**src/rtl/looper_ctrl.sv**
```systemverilog
// looper_ctrl: record/play mode FSM with sample-tick divider, metronome count-in and loop-valid tracking
module looper_ctrl #(
    parameter int TICK_DIV   = 1000,
    parameter int BEAT_TICKS = 250,
    parameter int BEATS      = 4
) (
    input  logic       clk,
    input  logic       rst,
    input  logic       rec_btn,
    input  logic       play_btn,
    input  logic       stop_btn,
    input  logic       metro_en,
    input  logic       rec_done,
    output logic       sample_tick,
    output logic       rec_en,
    output logic       play_en,
    output logic       click,
    output logic       loop_valid,
    output logic [1:0] state_code
);
    localparam int CW = $clog2(TICK_DIV);
    localparam int TW = BEAT_TICKS > 1 ? $clog2(BEAT_TICKS) : 1;
    localparam int BW = BEATS > 1 ? $clog2(BEATS) : 1;
    localparam logic [CW-1:0] CNT_MAX  = CW'(TICK_DIV - 1);
    localparam logic [TW-1:0] TIB_MAX  = TW'(BEAT_TICKS - 1);
    localparam logic [BW-1:0] BEAT_MAX = BW'(BEATS - 1);

    typedef enum logic [1:0] {IDLE = 2'b00, COUNT_IN = 2'b01, RECORD = 2'b10, PLAY = 2'b11} state_t;

    state_t          state, nxt;
    logic [CW-1:0]   cnt;
    logic [TW-1:0]   tib;
    logic [BW-1:0]   beat;
    logic [16:0]     rec_ticks;
    logic [2:0]      btn, prev, edges;
    logic            act_stop, act_rec, act_play, tib_wrap, last_beat, entering;

    assign btn       = {play_btn, rec_btn, stop_btn};
    assign edges     = btn & ~prev;
    // only the highest-priority edge acts: stop > rec > play
    assign act_stop  = edges[0];
    assign act_rec   = edges[1] & ~edges[0];
    assign act_play  = edges[2] & ~|edges[1:0];
    assign tib_wrap  = tib == TIB_MAX;
    assign last_beat = beat == BEAT_MAX;
    assign entering  = nxt != state && nxt != IDLE;

    always_comb begin
        nxt = state;
        case (state)
            IDLE:     nxt = act_rec ? COUNT_IN : (act_play && loop_valid) ? PLAY : IDLE;
            COUNT_IN: nxt = (act_stop || act_rec) ? IDLE
                          : (sample_tick && tib_wrap && last_beat) ? RECORD : COUNT_IN;
            RECORD:   nxt = (act_stop || act_rec) ? IDLE : act_play ? PLAY : rec_done ? IDLE : RECORD;
            PLAY:     nxt = (act_stop || act_play) ? IDLE : act_rec ? COUNT_IN : PLAY;
            default:  nxt = IDLE;
        endcase
    end

    always_ff @(posedge clk) begin
        if (rst) begin
            state      <= IDLE;
            cnt        <= '0;
            tib        <= '0;
            beat       <= '0;
            rec_ticks  <= '0;
            loop_valid <= 1'b0;
            prev       <= '0;
        end else begin
            state <= nxt;
            prev  <= btn;
            cnt   <= sample_tick ? '0 : cnt + CW'(1);
            if (entering) begin
                tib  <= '0;
                beat <= '0;
            end else if (sample_tick) begin
                tib <= tib_wrap ? '0 : tib + TW'(1);
                if (tib_wrap && !(last_beat && state != COUNT_IN))
                    beat <= last_beat ? '0 : beat + BW'(1);
            end
            if (nxt == RECORD && state != RECORD)
                rec_ticks <= '0;
            else if (state == RECORD && sample_tick && rec_ticks != '1)
                rec_ticks <= rec_ticks + 17'd1;
            if (state == RECORD && nxt != RECORD)
                loop_valid <= rec_ticks != '0;
        end
    end

    assign sample_tick = cnt == CNT_MAX;
    assign rec_en      = state == RECORD;
    assign play_en     = state == PLAY;
    assign state_code  = state;
    assign click       = sample_tick && tib == '0 &&
                         (state == COUNT_IN || (metro_en && (state == RECORD || state == PLAY)));
endmodule

```
**config.mk**
```make
export PLATFORM = sky130hd
export DESIGN_NAME = looper_ctrl
export DESIGN_NICKNAME = d
export VERILOG_FILES = /design/src/rtl/looper_ctrl.sv
export SDC_FILE = /design/constraint.sdc
export NUM_CORES = 1
export LEC_CHECK = 0
export ABC_AREA = 1
export CAP_MARGIN = 20
export CORE_UTILIZATION = 64
export CTS_CLUSTER_SIZE = 30
export DETAILED_ROUTE_END_ITERATION = 8
export GPL_ROUTABILITY_DRIVEN = 0
export PLACE_DENSITY = 0.9
export SLEW_MARGIN = 5
export SYNTH_ARGS = -nofsm -noshare
export SYNTH_HDL_FRONTEND = slang
export SYNTH_SLANG_ARGS = --single-unit
export TNS_END_PERCENT = 1
```
**constraint.sdc**
```tcl
create_clock -name clk -period 5.3 [get_ports clk]
set_input_delay 1.06 -clock clk [delete_from_list [all_inputs] [get_ports clk]]
set_output_delay 1.06 -clock clk [all_outputs]
set_load 0.005 [all_outputs]
```
# [Yosys cells after proc, flatten, opt, wreduce, memory -nomap -nowiden]
# Cells that the tools add are included.
[word_totals] inputBits=7 regBits=43
[op_classes] n_addsub=4 mux=12 eq_ne=12 reduce_logical=28 n_bitwise=5
[ops] operator="$mux W2" count=10
[ops] operator="$add A17 B1 Y17 const B" count=1
[ops] operator="$ne A17 B17 Y1 const B" count=1
[ops] operator="$reduce_bool A17 Y1" count=1
[ops] operator="$logic_and A1 B1 Y1" count=13
[ops] operator="$add A10 B1 Y10 const B" count=1
[ops] operator="$eq A10 B10 Y1 const B" count=1
[ops] operator="$add A8 B1 Y8 const B" count=1
[ops] operator="$eq A2 B2 Y1 const B" count=4
[ops] operator="$eq A8 B8 Y1 const B" count=1
[ops] operator="$logic_not A8 Y1" count=1
[ops] operator="$mux W8" count=1
[ops] operator="$pmux W2 S4" count=1
[ops] operator="$reduce_or A2 Y1" count=4
[ops] operator="$logic_or A1 B1 Y1" count=4
[ops] operator="$ne A2 B2 Y1 const B" count=2
[ops] operator="$and A3 B3 Y3" count=1
[ops] operator="$not A3 Y3" count=1
[ops] operator="$add A2 B1 Y2 const B" count=1
[ops] operator="$and A1 B1 Y1" count=2
[ops] operator="$eq A2 B1 Y1 const B" count=1
[ops] operator="$logic_not A1 Y1" count=2
[ops] operator="$logic_not A2 Y1" count=1
[ops] operator="$ne A2 B1 Y1 const B" count=1
[ops] operator="other kinds (4)" count=4

# [Logic depth before layout (Yosys ltp)]
# Gate-level depths: netlist (run 1).
[logic_depth] word_depth=12 mapped_depth=13 mapped_depth_nobuf=13

# [Worst setup path before layout (run 1)]
# OpenSTA, ideal clock, no wires.
[synth_timing] kind="input -> output" startpoint="in metro_en" endpoint="out click" slack_ps=2890 t_arrival_ps=1350 stages=2 path_buffers=0 required_ps=4240 cell_sequence="o211ai_1 nor4_1"
[synth_via] elab_chain_cells=3
[synth_lines] item="from (decl)" line="12" rtl="input logic metro_en,"
[synth_lines] item="$logic_and A1 B1 Y1" line="95" rtl="(state == COUNT_IN || (metro_en && (state == RECORD || state == PLAY)));"
[synth_lines] item="$logic_or A1 B1 Y1" line="95"
[synth_lines] item="$logic_and A1 B1 Y1" line="94" rtl="assign click = sample_tick && tib == '0 &&"
[synth_lines] item="to (decl)" line="17" rtl="output logic click,"
# No other way between the ends.

# [Worst setup path after layout (run 1)]
# Ends and elaborated chain as after synthesis.

==> results of run 1 <==
## cell usage in the layout (no fill, tap or decap), drive strengths merged
| cell type | count |
|---|---|
| nand2 | 72 |
| nor2 | 62 |
| inv | 54 |
| dfxtp | 43 |
| a21oi | 25 |
| nand3 | 24 |
| clkdlybuf4s50 | 13 |
| nor3 | 13 |
| xor2 | 11 |
| nand4 | 9 |
| nor4 | 9 |
| ha | 8 |
| clkbuf | 6 |
| nor3b | 5 |
| xnor2 | 5 |
| o21ai | 5 |
| or2 | 3 |
| o211ai | 2 |
| and3 | 2 |
| o21bai | 2 |
| nand3b | 1 |
| o41ai | 1 |
| a21o | 1 |
| o21a | 1 |
| bufinv | 1 |
## through the flow
stage / power (W) / hold slack [ps]
after CTS: 0.000736 / 472
after detailed placement: 0.000492 / 454
after floorplan: 0.000449 / 430
final: 0.000732 / 466
after global routing: 0.000765 / 499
after global placement: 0.000487 / 443
## per-layer routing
metal	vias up	GRT usage [%]	part of all wire, %
met3	10	4.31	3.4
li1	1196	-	-
met5	-	0	0
met1	1103	30.1	45
met4	0	13.9	1.4
met2	45	49.4	51
## worst max-delay path, stage by stage
cell,delay (ps)
clkdlybuf4s50_1,450
o211ai_1,110
nor4_1,210
clkdlybuf4s50_1,540
## flip-flops by register name (all words and copies together), names as in the netlist
name	cells
rec_ticks	17
cnt	10
tib	8
prev	3
beat	2
state_code	2
loop_valid	1
## where the power goes
group          leakage (nW)  internal [W]  switching [W]  total (W)
logic                 0.703     0.0000518      0.0000920   0.000144
registers             0.348      0.000332      0.0000113   0.000343
clock network        0.0513      0.000138       0.000107   0.000245
total                  1.10      0.000522       0.000210   0.000732
## kinds of logic (layout without fill, tap and decap cells)
group | count (synthesis) | after routing | share of synthesized area, %
adder cells (fa/ha/maj) | 8 | 8 | 3.85
AO/OA/AOI/OAI | 37 | 37 | 7.84
AND/OR/NAND/NOR | 200 | 200 | 40.7
flip-flops | 43 | 43 | 33.1
XOR/XNOR | 16 | 16 | 5.38
buffers and inverters | 58 | 74 | 9.13
## path summary, 6_finish.rpt
check,startpoint,endpoint
min reg2reg,cnt[0],cnt[0]
max reg2reg,rec_ticks[0],rec_ticks[12]
max,metro_en,click
min,cnt[0],cnt[0]
## cell type report
class | count | share of cell area (%)
multi-input cells | 261 | 52.5
flip-flops and latches | 43 | 30.1
inverters | 54 | 7.17
repair buffers | 13 | 4.55
clock buffers | 6 | 2.53
well taps | 48 | 2.10
clock inverters | 1 | 1.05
==> summary.md, run 1 <==
| Metric | Value |
|---|---|
| Hold Path Class | `reg2reg` |
| DRT Pass-1 Iters | `5` |
| CP Data Arrival Time | `between 2000 and 2500 ps` |
| Type of the worst setup path | `in2out` |
| Total GRT Usage | `about 27%` |
| Top Ports | `14` |
| Worst setup SP type | `primary input` |
| Hold path depth | `1` |
| Clk sinks | `43` |
| N_diodes | `0` |
| Pin count of the biggest net entering global routing | `18` |
| Count leader, synth | `nand2_1` |
| Via density | `between 5 and 6` |
| Relative slew slack | `75.0%` |
| Resized Gates After CTS | `0` |
| Cts hold-fix bufs | `0` |
| R2R Setup Slk | `between 2000 and 3000 ps` |
| Setup violations, final | `0` |
| DRT antenna net count | `0` |
| Total grt overflow | `0` |
| Post-CTS Setup Bufs | `0` |
| Top cell type's share of synthesized area | `roughly a third` |
| Critical path endpoint category | `output pin` |
| Final Hold Fails | `0` |
| Setup TNS | `0 ps` |
| Die Footprint | `0.00433 mm²` |
| Tcrit/Tclk final | `around two thirds` |
| Syn avg cell area | `7.19 µm²` |
| Synth cell count leaders | `nand2_1, inv_1, nor2_1` |
| Largest cells by area after synthesis | `dfxtp_1, nand2_1, inv_1` |
| Clk Latency, worst-skew pair | `roughly 300 ps` |
| Antenna violations before repair | `0` |
| Max_cap viols | `0` |
| Die W | `approximately 66 µm` |
| Area grow syn2layout | `10.0%` |
| Seq cells post-synth | `43` |
| Syn. warnings | `0` |
| Layout cells sized above 1 | `between 10 and 15%` |
| Setup ws final | `1860 ps` |
| Final min period | `3440 ps` |
| Worst VDD drop | `roughly 0.20 mV` |
| Post-synth ARST share | `0%` |
| Die height | `roughly 66 µm` |
| First-pass GRT wire length | `approximately 9000 µm` |
| Placed inst area | `about 0.0028 mm²` |
| EDFF count, synth | `0` |
| Row cnt | `22` |
| DPL Wire Length | `approximately 3800 µm` |
| Maximum clock rate | `slightly below 300 MHz` |
| Vias in the first global route | `roughly 2300` |
| DR iter-0 viols | `180` |
| Synth cell types | `38` |
| Starting Density | `69.0%` |
| Slew @ Worst Pin | `between 300 and 400 ps` |
| Register area | `between 800 and 900 µm²` |
| RSZ-0062 raised after global routing | `no` |
| Synth Flop Type | `dfxtp_1` |
| TritonCTS clock tree | `done` |
| Fin area | `around 0.0029 mm²` |
| Sequential area share after synthesis | `approximately a third` |
| Reg clk slew, reported paths | `about 70 ps` |
| PortBufs | `13` |
| Crit Path Max Fanout | `1` |
| Vias | `2354` |
| Drt wl/cell | `12.4 µm` |
| Clk buf depth | `2` |
| Status | `finished clean` |
| Placed Instances | `approximately 420` |
| Final nets | `approximately 390` |
| Root buf cell | `clkbuf_8` |
| WL final | `around 5300 µm` |
| Worst Reg-to-Reg Cells | `11` |
| Final Util | `75.9%` |
| Total CTS buffers | `5` |
| Place WS | `~1900 ps` |
| DRC | `0` |
| Slew Viols, Final | `0` |
| Core Footprint | `~0.0038 mm²` |
| Fillers | `280` |
| Top cell type by total area after synthesis | `dfxtp_1` |
| CTS H-Tree Depth | `2` |
| Critical path required time | `4240 ps` |
| Skew final | `10.1 ps` |
| Mapped Cells | `~360` |
| PwrDens | `256 mW/mm²` |
| Multi-input logic area | `around 0.0015 mm²` |
| Layout Cells excl Fill | `between 400 and 500` |
| LEAKAGE | `1.10 nW` |
| Syn nets | `roughly 380` |
| Netlist Area Pre-Place | `between 0.002 and 0.003 mm²` |
No activity file was read; power rests on OpenSTA's default activity.
==> inputs of run 2 (changes only) <==
- CORE_UTILIZATION: 64 -> 60
- PLACE_DENSITY: 0.9 -> 0.86
- clock period: 5.3 -> 3.6 ns (I/O delays scaled with it)
==> run 2 against run 1 <==
- sequential share of layout area rose by 0.20 points
- total power rose by 37%
- sequential cell count did not move
- clock power rose by 21%
- worst setup slack got worse by 1000 ps
- non-clock buffer count did not move
- critical path depth rose by 2
- register-to-register slack got worse by 1600 ps
- combinational power rose by 42%
- critical path type is now reg2out
- largest power group unchanged
==> summary.md, run 2 (synthesis gave the netlist of run 1 again) <==
| Metric | Value |
|---|---|
| Status | `finished clean` |
| Core Footprint | `0.00409 mm²` |
| Worst Setup EP | `click` |
| Starting Density | `63.7%` |
| Reg clk slew, reported paths | `~70 ps` |
| Worst Reg-to-Reg Cells | `11` |
| Vias in the first global route | `2054` |
| Critical Path Start | `cnt[0]` |
| Slowest CP cell | `clkdlybuf4s50_1` |
| R2R Path End | `rec_ticks[12]` |
| Skew final | `between 4 and 5 ps` |
| DRC | `0` |
| Layout Cells excl Fill | `429` |
| N_diodes | `0` |
| Antenna violations before repair | `0` |
| Max_cap viols | `0` |
| RSZ-0062 raised after global routing | `no` |
| Final Util | `69.6%` |
| Slew @ Worst Pin | `365 ps` |
| Max stage delay on crit path | `about 550 ps` |
| Pin count of the biggest net entering global routing | `18` |
| Setup TNS | `0 ps` |
| Total grt overflow | `0` |
| Clk sinks | `between 40 and 50` |
| Vias | `2248` |
| Type of the worst setup path | `reg2out` |
| Tcrit/Tclk final | `76.5%` |
| Resized Gates After CTS | `0` |
| DPL Wire Length | `between 3000 and 4000 µm` |
| Hold Path Class | `reg2reg` |
| Die height | `67.9 µm` |
| CTS H-Tree Depth | `2` |
| Root buf cell | `clkbuf_8` |
| WL final | `roughly 5000 µm` |
| Die W | `between 60 and 70 µm` |
| CP Data Arrival Time | `~2000 ps` |
| CP cell instances | `ha_1 -> nand2_2 -> nor2_1 -> nand2_1 -> nor4_1 -> clkdlybuf4s50_1` |
| Area grow syn2layout | `9.28%` |
| Relative slew slack | `approximately three quarters` |
| R2R Setup Slk | `1040 ps` |
| Die Footprint | `0.00460 mm²` |
| Top Ports | `14` |
| Crit Path Max Fanout | `5` |
| LEAKAGE | `1.09 nW` |
| PwrDens | `between 300 and 400 mW/mm²` |
| Total GRT Usage | `approximately a quarter` |
| Largest register FFs | `17` |
| Largest registers | `rec_ticks (17), cnt (10), tib (8)` |
| Final min period | `2750 ps` |
| Placed Instances | `around 420` |
| Final nets | `393` |
| Via density | `5.24` |
| Setup violations, final | `0` |
| DRT Pass-1 Iters | `4` |
| Slew Viols, Final | `0` |
| Total CTS buffers | `5` |
| Cts hold-fix bufs | `0` |
| Drt wl/cell | `about 12 µm` |
| Maximum clock rate | `between 300 and 400 MHz` |
| Final Hold Fails | `0` |
| DRT antenna net count | `0` |
| DR iter-0 viols | `136` |
| Reg-to-Reg Start | `rec_ticks[0]` |
| Post-CTS Setup Bufs | `0` |
| Layout cells sized above 1 | `between 10% and 20%` |
| TritonCTS clock tree | `done` |
| Most common cell after layout, fill and taps aside | `nand2_1` |
| Clk Latency, worst-skew pair | `roughly 300 ps` |
| Critical path endpoint category | `output pin` |
| Most flop-heavy register | `rec_ticks` |
| WHS | `roughly 470 ps` |
| Critical path required time | `2880 ps` |
| First-pass GRT wire length | `roughly 8500 µm` |
| Most frequent cells in the layout | `nand2_1, inv_1, nor2_1` |
| PortBufs | `13` |
| Worst setup SP type | `flip-flop` |
| Worst VDD drop | `just under 0.3 mV` |
| Clk buf depth | `2` |
| Row cnt | `23` |
## run 2: stage by stage
| stage | total power, W | setup WS, ps | instance area (µm²) |
|---|---|---|---|
| floorplan | 0.000661 | 1370 | 2600 |
| global placement | 0.000716 | 926 | 2760 |
| detailed placement | 0.000720 | 863 | 2760 |
| CTS | 0.00102 | 811 | 2840 |
| global route | 0.00105 | 701 | 2840 |
| finish | 0.00101 | 846 | 2840 |
## run 2: how the worst min path moves through the flow
stage	endpoint	startpoint	depth (start not counted)	slack, ps
finish	cnt[0]	cnt[0]	1	470
global route	cnt[0]	cnt[0]	1	500
CTS	cnt[0]	cnt[0]	1	470
detailed placement	cnt[0]	cnt[0]	1	460
global placement	cnt[0]	cnt[0]	1	450
floorplan	cnt[0]	cnt[0]	1	430
## run 2: report_power, final
part	total [W]	internal, W	switching, W
clock	0.000296	0.000136	0.000160
sequential	0.000506	0.000488	0.0000175
combinational	0.000204	0.0000761	0.000128
total	0.00101	0.000701	0.000305
## run 2: area by class of cell
type	count	area, µm²
Multi-Input combinational cell	261	1500
Timing Repair Buffer	13	130
Clock buffer	7	76.3
Fill cell	337	1240
Inverter	54	205
Tap cell	50	62.6
Sequential cell	43	861
Clock inverter	1	5.00
## run 2: critical path, delay by kind of cell (launching register included)
family,cells,cell delay (ps)
DFF,1,370
and+or+nand+nor,4,620
adders and majority gates,1,210
buffers and inverters,1,550
## run 2: layer usage
layer,up-vias,track usage (%),part of all wire (%)
met2,31,42.7,48
met3,9,5.00,3.1
met1,1008,28.4,47
met5,-,0,0
li1,1200,-,-
met4,0,10.7,1.9
